[src/rtl/water_supply_sequencer_if.sv]
// Signal bundle between the system/tank sensors and the water supply sequencer.
//   master : system side, drives enable, raw sensors and fault_clear, observes valve/status.
//   slave  : sequencer side, consumes the inputs and drives valve code and status.
// Signals:
//   enable          fill permission
//   low_level_wet   raw low sensor (1 = water at or above low mark)
//   high_level_wet  raw high sensor (1 = tank full)
//   fault_clear     single-cycle fault acknowledge
//   valvule[3:0]    valve code, 4'b1111 closed, 4'b1110 open
//   filling/fault   state flags
//   fault_code[1:0] 00 none, 01 sensor conflict, 10 fill timeout
//   state[1:0]      HOLDOFF=0, IDLE=1, FILLING=2, FAULT=3
interface water_supply_sequencer_if;
  logic       enable;
  logic       low_level_wet;
  logic       high_level_wet;
  logic       fault_clear;
  logic [3:0] valvule;
  logic       filling;
  logic       fault;
  logic [1:0] fault_code;
  logic [1:0] state;

  modport master (
    output enable, low_level_wet, high_level_wet, fault_clear,
    input  valvule, filling, fault, fault_code, state
  );

  modport slave (
    input  enable, low_level_wet, high_level_wet, fault_clear,
    output valvule, filling, fault, fault_code, state
  );
endinterface

[src/rtl/water_supply_sequencer.sv]
// Water supply valve sequencer.
// Synchronises and debounces the tank low/high level sensors, applies fill
// hysteresis (fill starts only with both sensors dry, stops when high is wet),
// enforces a closed hold-off after reset, fills and fault clears, aborts fills
// that exceed MAX_FILL_CYCLES and latches sensor-conflict / timeout faults.
// Ports:
//   clock    system clock, rising edge
//   reset_n  asynchronous active-low reset
//   bus      water_supply_sequencer_if.slave (sensor/enable inputs, valve/status outputs)
module water_supply_sequencer #(
  parameter int unsigned DEBOUNCE_CYCLES = 8,
  parameter int unsigned MIN_OFF_CYCLES  = 16,
  parameter int unsigned MAX_FILL_CYCLES = 1024,
  parameter int unsigned COUNTER_WIDTH   = 11
) (
  input logic                     clock,
  input logic                     reset_n,
  water_supply_sequencer_if.slave bus
);

  localparam int unsigned DB_W = (DEBOUNCE_CYCLES > 1) ? $clog2(DEBOUNCE_CYCLES) : 1;
  localparam logic [DB_W-1:0]          DB_LAST   = DB_W'(DEBOUNCE_CYCLES - 1);
  localparam logic [COUNTER_WIDTH-1:0] OFF_LAST  = COUNTER_WIDTH'(MIN_OFF_CYCLES - 1);
  localparam logic [COUNTER_WIDTH-1:0] FILL_LAST = COUNTER_WIDTH'(MAX_FILL_CYCLES - 1);

  typedef enum logic [1:0] {
    HOLDOFF = 2'd0,
    IDLE    = 2'd1,
    FILLING = 2'd2,
    FAULT   = 2'd3
  } state_e;

  // ---------------------------------------------------------------------------
  // Sensor path: bit 0 = low sensor, bit 1 = high sensor.
  // ---------------------------------------------------------------------------
  logic [1:0]            sync1_q, sync1_d;
  logic [1:0]            sync2_q, sync2_d;
  logic [1:0]            deb_q, deb_d;
  logic [1:0][DB_W-1:0]  db_cnt_q, db_cnt_d;
  logic                  low_lvl, high_lvl, conflict;

  always_comb begin
    sync1_d  = {bus.high_level_wet, bus.low_level_wet};
    sync2_d  = sync1_q;
    deb_d    = deb_q;
    db_cnt_d = db_cnt_q;
    for (int unsigned i = 0; i < 2; i++) begin
      if (sync2_q[i] == deb_q[i]) begin
        db_cnt_d[i] = '0;
      end else if (db_cnt_q[i] == DB_LAST) begin
        deb_d[i]    = sync2_q[i];
        db_cnt_d[i] = '0;
      end else begin
        db_cnt_d[i] = db_cnt_q[i] + DB_W'(1);
      end
    end
  end

  always_ff @(posedge clock or negedge reset_n) begin
    if (!reset_n) begin
      sync1_q  <= '1;
      sync2_q  <= '1;
      deb_q    <= '1;
      db_cnt_q <= '0;
    end else begin
      sync1_q  <= sync1_d;
      sync2_q  <= sync2_d;
      deb_q    <= deb_d;
      db_cnt_q <= db_cnt_d;
    end
  end

  // The FSM acts on the debounced level as soon as the final qualifying
  // synchronised sample is present (deb_d), saving one cycle of latency while
  // still requiring DEBOUNCE_CYCLES consecutive samples.
  assign low_lvl  = deb_d[0];
  assign high_lvl = deb_d[1];
  assign conflict = high_lvl & ~low_lvl;

  // ---------------------------------------------------------------------------
  // Sequencer FSM with shared saturating cycle counter.
  // ---------------------------------------------------------------------------
  state_e                   state_q, state_d;
  logic [COUNTER_WIDTH-1:0] cnt_q, cnt_d, cnt_inc;
  logic [1:0]               fault_code_q, fault_code_d;
  logic [3:0]               valvule_q, valvule_d;
  logic                     filling_q, filling_d;
  logic                     fault_q, fault_d;

  always_comb begin
    cnt_inc      = (cnt_q == '1) ? cnt_q : cnt_q + COUNTER_WIDTH'(1);
    state_d      = state_q;
    cnt_d        = cnt_q;
    fault_code_d = fault_code_q;

    if (state_q != FAULT && conflict) begin
      state_d      = FAULT;
      fault_code_d = 2'b01;
      cnt_d        = '0;
    end else begin
      case (state_q)
        HOLDOFF: begin
          if (cnt_q >= OFF_LAST) begin
            state_d = IDLE;
            cnt_d   = '0;
          end else begin
            cnt_d = cnt_inc;
          end
        end
        IDLE: begin
          if (bus.enable && !low_lvl && !high_lvl) begin
            state_d = FILLING;
            cnt_d   = '0;
          end
        end
        FILLING: begin
          // Tank full takes precedence over a timeout on the same cycle.
          if (high_lvl || !bus.enable) begin
            state_d = HOLDOFF;
            cnt_d   = '0;
          end else if (cnt_q >= FILL_LAST) begin
            state_d      = FAULT;
            fault_code_d = 2'b10;
          end else begin
            cnt_d = cnt_inc;
          end
        end
        FAULT: begin
          if (bus.fault_clear && !conflict) begin
            state_d      = HOLDOFF;
            fault_code_d = 2'b00;
            cnt_d        = '0;
          end
        end
        default: begin
          state_d = HOLDOFF;
          cnt_d   = '0;
        end
      endcase
    end

    // Outputs are registered alongside the state so they decode the state register.
    valvule_d = (state_d == FILLING) ? 4'b1110 : 4'b1111;
    filling_d = (state_d == FILLING);
    fault_d   = (state_d == FAULT);
  end

  always_ff @(posedge clock or negedge reset_n) begin
    if (!reset_n) begin
      state_q      <= HOLDOFF;
      cnt_q        <= '0;
      fault_code_q <= 2'b00;
      valvule_q    <= 4'b1111;
      filling_q    <= 1'b0;
      fault_q      <= 1'b0;
    end else begin
      state_q      <= state_d;
      cnt_q        <= cnt_d;
      fault_code_q <= fault_code_d;
      valvule_q    <= valvule_d;
      filling_q    <= filling_d;
      fault_q      <= fault_d;
    end
  end

  assign bus.valvule    = valvule_q;
  assign bus.filling    = filling_q;
  assign bus.fault      = fault_q;
  assign bus.fault_code = fault_code_q;
  assign bus.state      = state_q;

endmodule

[src/flat_wrapper.sv]
// flat-port wrapper written by rule: the top's interface ports become plain ports
module water_supply_sequencer_flat 
#(
  parameter int unsigned DEBOUNCE_CYCLES = 8,
  parameter int unsigned MIN_OFF_CYCLES  = 16,
  parameter int unsigned MAX_FILL_CYCLES = 1024,
  parameter int unsigned COUNTER_WIDTH   = 11
)
  (clock, reset_n, bus_enable, bus_low_level_wet, bus_high_level_wet, bus_fault_clear, bus_valvule, bus_filling, bus_fault, bus_fault_code, bus_state);
  water_supply_sequencer_if bus_i ();
  input logic clock;
  input logic reset_n;
  input wire logic [$bits(bus_i.enable)-1:0] bus_enable;
  input wire logic [$bits(bus_i.low_level_wet)-1:0] bus_low_level_wet;
  input wire logic [$bits(bus_i.high_level_wet)-1:0] bus_high_level_wet;
  input wire logic [$bits(bus_i.fault_clear)-1:0] bus_fault_clear;
  output wire logic [$bits(bus_i.valvule)-1:0] bus_valvule;
  output wire logic [$bits(bus_i.filling)-1:0] bus_filling;
  output wire logic [$bits(bus_i.fault)-1:0] bus_fault;
  output wire logic [$bits(bus_i.fault_code)-1:0] bus_fault_code;
  output wire logic [$bits(bus_i.state)-1:0] bus_state;
  assign bus_i.enable = bus_enable;
  assign bus_i.low_level_wet = bus_low_level_wet;
  assign bus_i.high_level_wet = bus_high_level_wet;
  assign bus_i.fault_clear = bus_fault_clear;
  assign bus_valvule = bus_i.valvule;
  assign bus_filling = bus_i.filling;
  assign bus_fault = bus_i.fault;
  assign bus_fault_code = bus_i.fault_code;
  assign bus_state = bus_i.state;
  water_supply_sequencer #(.DEBOUNCE_CYCLES(DEBOUNCE_CYCLES), .MIN_OFF_CYCLES(MIN_OFF_CYCLES), .MAX_FILL_CYCLES(MAX_FILL_CYCLES), .COUNTER_WIDTH(COUNTER_WIDTH)) u_core (.clock(clock), .reset_n(reset_n), .bus(bus_i));
endmodule
[config.mk]
export PLATFORM = sky130hd
export DESIGN_NAME = water_supply_sequencer_flat
export DESIGN_NICKNAME = d
export VERILOG_FILES = /design/src/rtl/water_supply_sequencer_if.sv /design/src/rtl/water_supply_sequencer.sv /design/src/flat_wrapper.sv
export SDC_FILE = /design/constraint.sdc
export NUM_CORES = 1
export LEC_CHECK = 0
export ABC_AREA = 1
export BUFFER_PORTS_ARGS = -buffer_cell sky130_fd_sc_hd__buf_2
export CAP_MARGIN = 20
export CORE_ASPECT_RATIO = 0.75
export CORE_MARGIN = 8
export CORE_UTILIZATION = 58
export CTS_CLUSTER_DIAMETER = 40
export DETAILED_ROUTE_END_ITERATION = 12
export GPL_TIMING_DRIVEN = 0
export PLACE_DENSITY = 0.88
export SLEW_MARGIN = 20
export SYNTH_ARGS = -nofsm -noshare
export SYNTH_HDL_FRONTEND = slang
export SYNTH_SLANG_ARGS = --single-unit
[constraint.sdc]
create_clock -name clock -period 2.2 [get_ports clock]
set_clock_uncertainty 0.2 [all_clocks]
set_input_delay 0.11 -clock clock [delete_from_list [all_inputs] [get_ports clock]]
set_output_delay 0.11 -clock clock [all_outputs]
set_load 0.01 [all_outputs]
Word level (Yosys, flattened, before mapping)
Index checks and enable logic that the tools add are counted.

Muxes and demuxes: 29. Bitwise operators: 2. Equality and inequality tests: 16. Magnitude comparators: 2. Reductions and logical operators: 13. Add/subtract/negate cells: 3.

Operator list (number): 2-to-1 mux 11 bit (7); one-hot mux 11 bit (4 select lines) (1); 2-to-1 mux 2 bit (10); 2-to-1 mux 3 bit (4); adder 11 x 1 -> 11 bit, second input constant (1); == test 11 bit, second input constant (1); greater-or-equal comparator 11 x 10 -> 1 bit, second input constant (1); greater-or-equal comparator 11 x 4 -> 1 bit, second input constant (1); != test 3 x 1 -> 1 bit, second input constant (3); == test 2 bit, second input constant (4); one-hot mux 2 bit (4 select lines) (1); adder 3 x 1 -> 3 bit, second input constant (2); == test 3 bit, second input constant (2); 2-to-1 mux 1 bit (5); logical AND 1 bit (4); zero test 1 bit (4); != test 4 x 2 -> 1 bit, second input constant (1); one-hot mux 2 bit (2 select lines) (1); AND reduction 4 bit (1); != test 3 x 2 -> 1 bit, second input constant (1); AND reduction 3 bit (1); nonzero test 3 bit (1); == test 1 bit (2); == test 2 x 1 -> 1 bit, second input constant (1); 5 further kinds (5).

Bits of input ports: 6. Logic and storage cells: 76. Register bits after elaboration: 33. Output and inout bits: 10.

Depth between registers and ports, before layout
Gate-level depths: netlist of run 1.

Word-level depth: 12. Gate-level depth with buffers: 14. Gate-level depth less buffers: 14.

Worst setup path before layout of run 1
Ideal clock, no wire load.

Path type: register -> register. Start: register u_core.db_cnt_q[3] (netlist name). End: register u_core.cnt_q[6]. Buffers on the path: 1. Stages on the path, launching flop included: 14. Arrival: 1.611 ns. Setup slack: 0.263 ns. Path through: dfrtp_1 ha_1 ha_1 inv_1 nand2_1 nand2_1 inv_2 nand2_2 nand2_1 nand2_2 nand3_4 buf_6 nand2_1 o21ai_0.

Cells in the longest elaborated chain, start to end: 8. Elaborated cells on any way between the ends: 17. Classes of those cells: eq/ne (4); mux (5); bitwise (1); reduce/logical (7).

Ends and longest elaborated chain: from (decl) (RTL line water_supply_sequencer.sv:39) `logic [1:0][DB_W-1:0] db_cnt_q, db_cnt_d;`; from (signal assigned) (RTL line water_supply_sequencer.sv:69) `db_cnt_q <= db_cnt_d;`; == test 3 bit (*) (RTL line water_supply_sequencer.sv:50) `end else if (db_cnt_q[i] == DB_LAST) begin`; 2-to-1 mux 1 bit (*) (RTL line water_supply_sequencer.sv:50); 2-to-1 mux 1 bit (*) (RTL line water_supply_sequencer.sv:48) `if (sync2_q[i] == deb_q[i]) begin`; named net u_core.high_lvl (RTL line water_supply_sequencer.sv:40) `logic low_lvl, high_lvl, conflict;`; bitwise AND 1 bit (RTL line water_supply_sequencer.sv:78) `assign conflict = high_lvl & ~low_lvl;`; zero test 1 bit (RTL line water_supply_sequencer.sv:129) `if (bus.fault_clear && !conflict) begin`; logical AND 1 bit (RTL line water_supply_sequencer.sv:129); != test 3 x 1 -> 1 bit (no line); AND reduction 3 bit (no line); to (signal assigned) (RTL line water_supply_sequencer.sv:158) `cnt_q <= cnt_d;`; to (decl) (RTL line water_supply_sequencer.sv:84) `logic [COUNTER_WIDTH-1:0] cnt_q, cnt_d, cnt_inc;`.

Mark *: on every way through the listed nets, which the timed path passes. The rest lies on a longest branch. A chain may end at the register's enable or synchronous reset.

Worst setup path after layout of run 1
Start: register u_core.db_cnt_q[0] (netlist name). End: register u_core.cnt_q[6].

Cells in the longest elaborated chain, start to end: 9. Elaborated cells on any way between the ends: 16. Classes of those cells: eq/ne (4); mux (3); bitwise (2); reduce/logical (7).

Ends and longest elaborated chain (RTL line): == test 3 bit (*) (water_supply_sequencer.sv:50); 2-to-1 mux 1 bit (*) (water_supply_sequencer.sv:50); 2-to-1 mux 1 bit (*) (water_supply_sequencer.sv:48); NOT 1 bit (water_supply_sequencer.sv:78); bitwise AND 1 bit (water_supply_sequencer.sv:78); zero test 1 bit (water_supply_sequencer.sv:129); logical AND 1 bit (water_supply_sequencer.sv:129); != test 3 x 1 -> 1 bit (no line); AND reduction 3 bit (no line).

Every way passes the cells marked *; elsewhere a longest branch is shown, timed or not.

==> impl_results.md, run 1 <==
* GRT Util Overall at 0.155
* Prevailing post-synth register cell: dfrtp_1
* Synth area leaders: dfrtp_1, nand2_1, dfstp_2, nand3_1, inv_1
* Largest fanout on the critical path at 7
* Final Max Tran Viols at 0
* Total Power at 2200 uW
* Met1 WL at 1670 um
* Cell mode on critical path: nand3_1
* Initial antenna violation count at 0
* Seq/Total Area, Yosys at 0.440
* Post-Route Utilization at 0.697
* HPWL after DPL at 2710 um
* Power per cell area at 1090 nW/um2
* Synth top cells by count: nand2_1, inv_1, nand3_1
* Share of the synthesized area in the top cell type at 0.334
* Worst endpoint data arrival time at 2.05 ns
* Total global routing overflow at 0
* Crit Path Class: register to register
* Seq cells post-synth at 30
* Die ar. at 4990 um2
* Post-Place Worst Slack at -0.00295 ns
* Vias in the first global route at 1390
* Via density at 5.20
* Routed met2 length at 1800 um
* Die Y at 63.2 um
* # Max-Cap Violations at 0
* Layout net count at 265
* Iteration-0 DRC Markers at 118
* Slew @ Worst Pin at 0.645 ns
* P_leak at 0.00109 uW
* Status: finished clean
* Synthesized instance count at 226
* Total number of vias at 1523
* Max stage delay cell, worst path: dfrtp_1
* Top Ports at 16
* # rows at 17
* Initial Util at 0.596
* Post-synth ARST share at 1.00
* Layout cells sized above 1 at 0.224
* Max Fclk at 0.481 GHz
* Min Tclk post-route at 2.08 ns
* Clock transition at path regs at 0.06 ns
* DR pass1 iterations at 5
* CTS tree: yes
* Largest net degree at the start of global routing at 31
* IO buf count at 12
* Final hold vios at 0
* EDFF count, synth at 0
* Ant diodes at 0
* # DRC at 0
* Final setup violation count at 0
* Wire length on met3 at 277 um
* Htree depth at 2
* Avg Cell Area, Syn at 7.63 um2
* Clock Path Buffers at 2
* CTS root buf: clkbuf_8
* Synth Cell Area at 1730 um2
* Area grow syn2layout at 16.8%
* Horiz. Die Dim at 79.0 um
* Wirelength, routed at 3810 um
* Cts bufs inserted at 5
* First-pass GRT wire length at 6130 um
* Yosys Warn Count at 0
* Placed cells at 278
* Core ar. at 2890 um2
* Crit. End Element: register
* Most numerous cell in the Yosys netlist: nand2_1
* Uppermost layer routed: met4
* Slew margin rel. at 0.570
* Post-synthesis cell type count at 27
* Setup TNS at 0 ns
* Crit path launch type: register
* Final Wtd Congestion at 0.992
* Worst vdd ir at 0.711 mV
* Total clock sinks at 30
* Fin cells at 293
* Cell Chain, Critical Path: ha_1 -> ha_2 -> o21ai_4 -> nand3_1 -> nand3_1 -> nand3_4 -> buf_6 -> nand2_1 -> o21ai_0
* Yosys top cell by area: dfrtp_1
* Fin crit share at 0.946
* Worst skew pair latency at 0.29 ns
* Worst min path class: input pin to register
* Post-route ant nets at 0
* Final Worst Setup Slack at 0.119 ns
* WL per Instance at 13.0 um
* CP max stage delay at 0.38 ns
* Worst path required time at 2.17 ns
## sequential cells by signal (all words and copies together) (netlist names)
name                   count
u_core.bus.state           2
u_core.cnt_q              11
u_core.sync1_q             2
u_core.deb_q               2
u_core.sync2_q             2
u_core.bus.fault           1
u_core.bus.valvule         1
u_core.bus.fault_code      2
u_core.db_cnt_q            6
u_core.bus.filling         1
## area by class of cell
cell class / instances / area, um2
Buffer: 4 / 33.8
Clock buffer: 6 / 72.6
Clock inverter: 2 / 10.0
Fill cell: 245 / 877
Inverter: 35 / 134
Multi-Input combinational cell: 159 / 835
Sequential cell: 30 / 759
Tap cell: 38 / 47.5
Timing Repair Buffer: 19 / 124
## worst max-delay path: cells and delay by family (launching register included)
kind / cells / cell delay [ns]
compound gates: 2 / 0.28
fa+ha+maj: 2 / 0.41
buf+inv: 1 / 0.17
flops: 1 / 0.38
simple gates: 4 / 0.50
## cell usage in the layout, fill, tap and decap left out, drive strengths merged
| cell | netlist | routed |
|---|---|---|
| nor3 | 2 | 2 |
| a21oi | 2 | 2 |
| clkinv | 0 | 2 |
| conb | 1 | 3 |
| xnor2 | 3 | 3 |
| ha | 5 | 5 |
| dfstp | 7 | 7 |
| nor2 | 23 | 23 |
| nor3b | 1 | 1 |
| nand4 | 4 | 4 |
| nand3 | 28 | 28 |
| clkbuf | 0 | 6 |
| dlygate4sd3 | 0 | 3 |
| a211oi | 1 | 1 |
| buf | 4 | 20 |
| inv | 35 | 35 |
| dfrtp | 23 | 23 |
| o21ai | 11 | 11 |
| nand2 | 73 | 73 |
| xor2 | 3 | 3 |
## per-layer routing
metal,GRT usage,up-vias
li1,-,754
met4,0.0829,0
met3,0.0425,8
met1,0.193,717
met2,0.236,44
met5,0,-
## path summary, 6_finish.rpt
kind | from | to | slack (ns) | cells after the start
max in group asynchronous | reset_n | u_core.cnt_q[2] | 1.20 | 2
hold / removal | bus_enable | u_core.cnt_q[4] | 0.1 | 5
min in group asynchronous | reset_n | u_core.db_cnt_q[2] | 0.18 | 2
hold reg to reg | u_core.sync1_q[0] | u_core.sync2_q[0] | 0.15 | 0
setup reg to reg | u_core.db_cnt_q[0] | u_core.cnt_q[6] | 0.12 | 9
setup / recovery | u_core.db_cnt_q[0] | u_core.cnt_q[6] | 0.12 | 9
## through the flow
stage                     instance area [um2]  hold slack [ns]
after floorplan                          1730           -0.386
after global placement                   1840          -0.0319
final                                    2020           0.0993
after detailed placement                 1840          -0.0295
after CTS                                1960           0.0663
after global routing                     2020            0.136
## power breakdown
part           internal, uW  total (uW)  switching, uW
registers               709         823            114
clock network           218         423            204
logic                   357         953            596
total                  1280        2200            915
## cell families after synthesis
logic type,Yosys count,share of synthesized area
XOR/XNOR,6,0.0305
other,1,0.00217
AND/OR/NAND/NOR,131,0.351
AO/OA/AOI/OAI,14,0.0442
adder cells (fa/ha/maj),5,0.0363
flip-flops,30,0.440
buffers and inverters,39,0.0957
## what timing repair did
| item | in CTS | in global routing |
|---|---|---|
| gates cloned | 0 | 1 |
| resized for setup | 1 | 10 |
| endpoints found under the hold margin | 25 | 0 |
| buffers inserted | 0 | 3 |
| pin swaps | 0 | 3 |
| hold buffers | 3 | 0 |
| endpoints found under the setup margin | 2 | 13 |
Note: power is estimated with default switching activity, not from simulation.
==> run 2, diff against run 1 <==
--- a/config.mk
+++ b/config.mk
@@ -12,9 +12,10 @@
 export CORE_MARGIN = 8
 export CORE_UTILIZATION = 58
 export CTS_CLUSTER_DIAMETER = 40
+export CTS_CLUSTER_SIZE = 16
 export DETAILED_ROUTE_END_ITERATION = 12
 export GPL_TIMING_DRIVEN = 0
-export PLACE_DENSITY = 0.88
+export PLACE_DENSITY = 0.78
 export SLEW_MARGIN = 20
 export SYNTH_ARGS = -nofsm -noshare
 export SYNTH_HDL_FRONTEND = slang
==> impl_results.md, run 2 (synthesis gave the netlist of run 1 again) <==
* Worst path top cell family by delay: simple AND/OR/NAND/NOR gates (unchanged)
* Total global routing overflow at 0 (unchanged)
* WL per Instance at 12.2 um (was 13.0 um)
* Core ar. at 2890 um2 (unchanged)
* RSZ-0062 raised after global routing: yes
* Cell mode on critical path: ha_1 (was nand3_1)
* Total number of vias at 1497 (was 1523)
* Top Ports at 16 (unchanged)
* Area grow syn2layout at 17.3% (was 16.8%)
* CP max stage delay at 0.38 ns (about the same)
* Worst skew pair latency at 0.28 ns (was 0.29 ns)
* Register with the most flip-flops: u_core.cnt_q (unchanged)
* Power per cell area at 1090 nW/um2 (about the same)
* Largest net degree at the start of global routing at 31 (unchanged)
* Htree depth at 2 (unchanged)
* Number of fillers in the final layout at 227 (was 245)
* CTS root buf: clkbuf_8 (unchanged)
* Vias in the first global route at 1324 (was 1390)
* Total Power at 2200 uW (about the same)
* Cts bufs inserted at 5 (unchanged)
* Iteration-0 DRC Markers at 127 (was 118)
* CTS tree: yes (unchanged)
* Die Y at 63.2 um (unchanged)
* Clock transition at path regs at 0.06 ns (about the same)
* Wirelength, routed at 3580 um (was 3810 um)
* Worst vdd ir at 0.623 mV (was 0.711 mV)
* Most frequent cells in the layout: nand2_1, inv_1, nand3_1 (unchanged)
* Max FFs per register at 11 (unchanged)
* # rows at 17 (unchanged)
* Crit Path Class: register to register (unchanged)
* Worst endpoint data arrival time at 2.08 ns (was 2.05 ns)
* Final hold vios at 0 (unchanged)
* Total clock sinks at 30 (unchanged)
* Layout cells sized above 1 at 0.231 (was 0.224)
* R2r setup slk at 0.08 ns (was 0.12 ns)
* Min Tclk post-route at 2.12 ns (was 2.08 ns)
* First-pass GRT wire length at 5920 um (was 6130 um)
* Multi-input gate area at 837 um2 (was 835 um2)
* # DRC at 0 (unchanged)
* Largest fanout on the critical path at 7 (unchanged)
* Max stage delay cell, worst path: dfrtp_1 (unchanged)
* Final setup violation count at 0 (unchanged)
* GRT Util Overall at 0.148 (was 0.155)
* Die ar. at 4990 um2 (unchanged)
* Status: finished clean (unchanged)
* # Max-Cap Violations at 0 (unchanged)
* Slew @ Worst Pin at 0.633 ns (was 0.645 ns)
* Post-Route Utilization at 0.700 (was 0.697)
* Worst min path class: input pin to register (unchanged)
* Via density at 5.11 (was 5.20)
* Cell Chain, Critical Path: ha_1 -> ha_1 -> o21ai_2 -> nand3_1 -> nand3_2 -> nand3_4 -> buf_6 -> nand2_1 -> o21ai_0 (was ha_1 -> ha_2 -> o21ai_4 -> nand3_1 -> nand3_1 -> nand3_4 -> buf_6 -> nand2_1 -> o21ai_0)
* Max Fclk at 0.471 GHz (was 0.481 GHz)
* IO buf count at 12 (unchanged)
* Post-route ant nets at 0 (unchanged)
* Final Wtd Congestion at 0.950 (was 0.992)
* Fin crit share at 0.966 (was 0.946)
* Placed cells at 278 (unchanged)
* Horiz. Die Dim at 79.0 um (unchanged)
* Buf/Inv on CP at 1 (unchanged)
* HPWL after DPL at 2580 um (was 2710 um)
* Commonest non-fill, non-tap cell in the layout: nand2_1 (unchanged)
* Crit. End Element: register (unchanged)
* P_leak at 0.00110 uW (was 0.00109 uW)
* Final Max Tran Viols at 0 (unchanged)
* Fin cells at 293 (unchanged)
* Initial antenna violation count at 0 (unchanged)
* Register area at 759 um2 (unchanged)
* Slew margin rel. at 0.578 (was 0.570)
* Clock Path Buffers at 2 (unchanged)
* Ant diodes at 0 (unchanged)
* Layout net count at 265 (unchanged)
* DR pass1 iterations at 5 (unchanged)
* Worst path required time at 2.15 ns (was 2.17 ns)
* Crit path launch type: register (unchanged)
* Initial Util at 0.596 (unchanged)
* WHS at 0.105 ns (was 0.0993 ns)
* Top flop regs: u_core.cnt_q x11, u_core.db_cnt_q x6 (unchanged)
[run 2: worst paths after layout]
kind                                        to               start  cells past startpoint
setup / recovery               u_core.cnt_q[6]  u_core.db_cnt_q[0]                      9
hold / removal             u_core.bus.state[0]          bus_enable                      4
setup reg to reg               u_core.cnt_q[6]  u_core.db_cnt_q[0]                      9
hold reg to reg              u_core.sync2_q[1]   u_core.sync1_q[1]                      0
max in group asynchronous      u_core.cnt_q[9]             reset_n                      2
min in group asynchronous   u_core.db_cnt_q[2]             reset_n                      2
[run 2: routing by layer]
metal	part of all wire	wire length (um)	up-vias	GRT usage
li1	-	-	763	-
met1	0.47	1680	662	0.212
met2	0.41	1480	63	0.192
met3	0.098	350	9	0.0425
met4	0.019	68	0	0.0760
met5	0	0	-	0
[run 2: report_power, final]
part           total [uW]  internal (uW)  leakage (uW)  switching (uW)
Combinational         941            357      0.000672             583
Clock                 443            252     0.0000482             191
Sequential            818            709      0.000379             109
[run 2: stage by stage]
| step | TNS, ns | worst slack (ns) | instance area, um2 |
|---|---|---|---|
| final | 0 | 0.0755 | 2020 |
| after global routing | -0.182 | -0.0297 | 2020 |
| after CTS | 0 | 0.0206 | 1960 |
| after detailed placement | 0 | 0.0513 | 1840 |
| after global placement | 0 | 0.0610 | 1840 |
| after floorplan | 0 | 0.263 | 1730 |
[run 2: layout make-up]
type                    count  share of cell area
plain buffers               4              0.0167
clock buffers               7              0.0426
clock inverters             1             0.00247
inverters                  35              0.0649
multi-input cells         159               0.413
flip-flops and latches     30               0.375
well taps                  38              0.0235
repair buffers             19              0.0612
[run 2: repair_timing]
item,4_1_cts,5_1_grt
buffers inserted,0,3
gates resized for setup,0,11
hold buffers,3,0
hold endpoints to repair,25,0
setup endpoints to repair,0,14
[run 2: worst reg2reg max path, stage by stage, from the launching register on]
cell     delay (ns)
dfrtp_1        0.38
ha_1           0.20
ha_1           0.24
o21ai_2        0.26
nand3_1        0.15
nand3_2        0.12
nand3_4        0.14
buf_6          0.17
nand2_1        0.05
o21ai_0        0.08
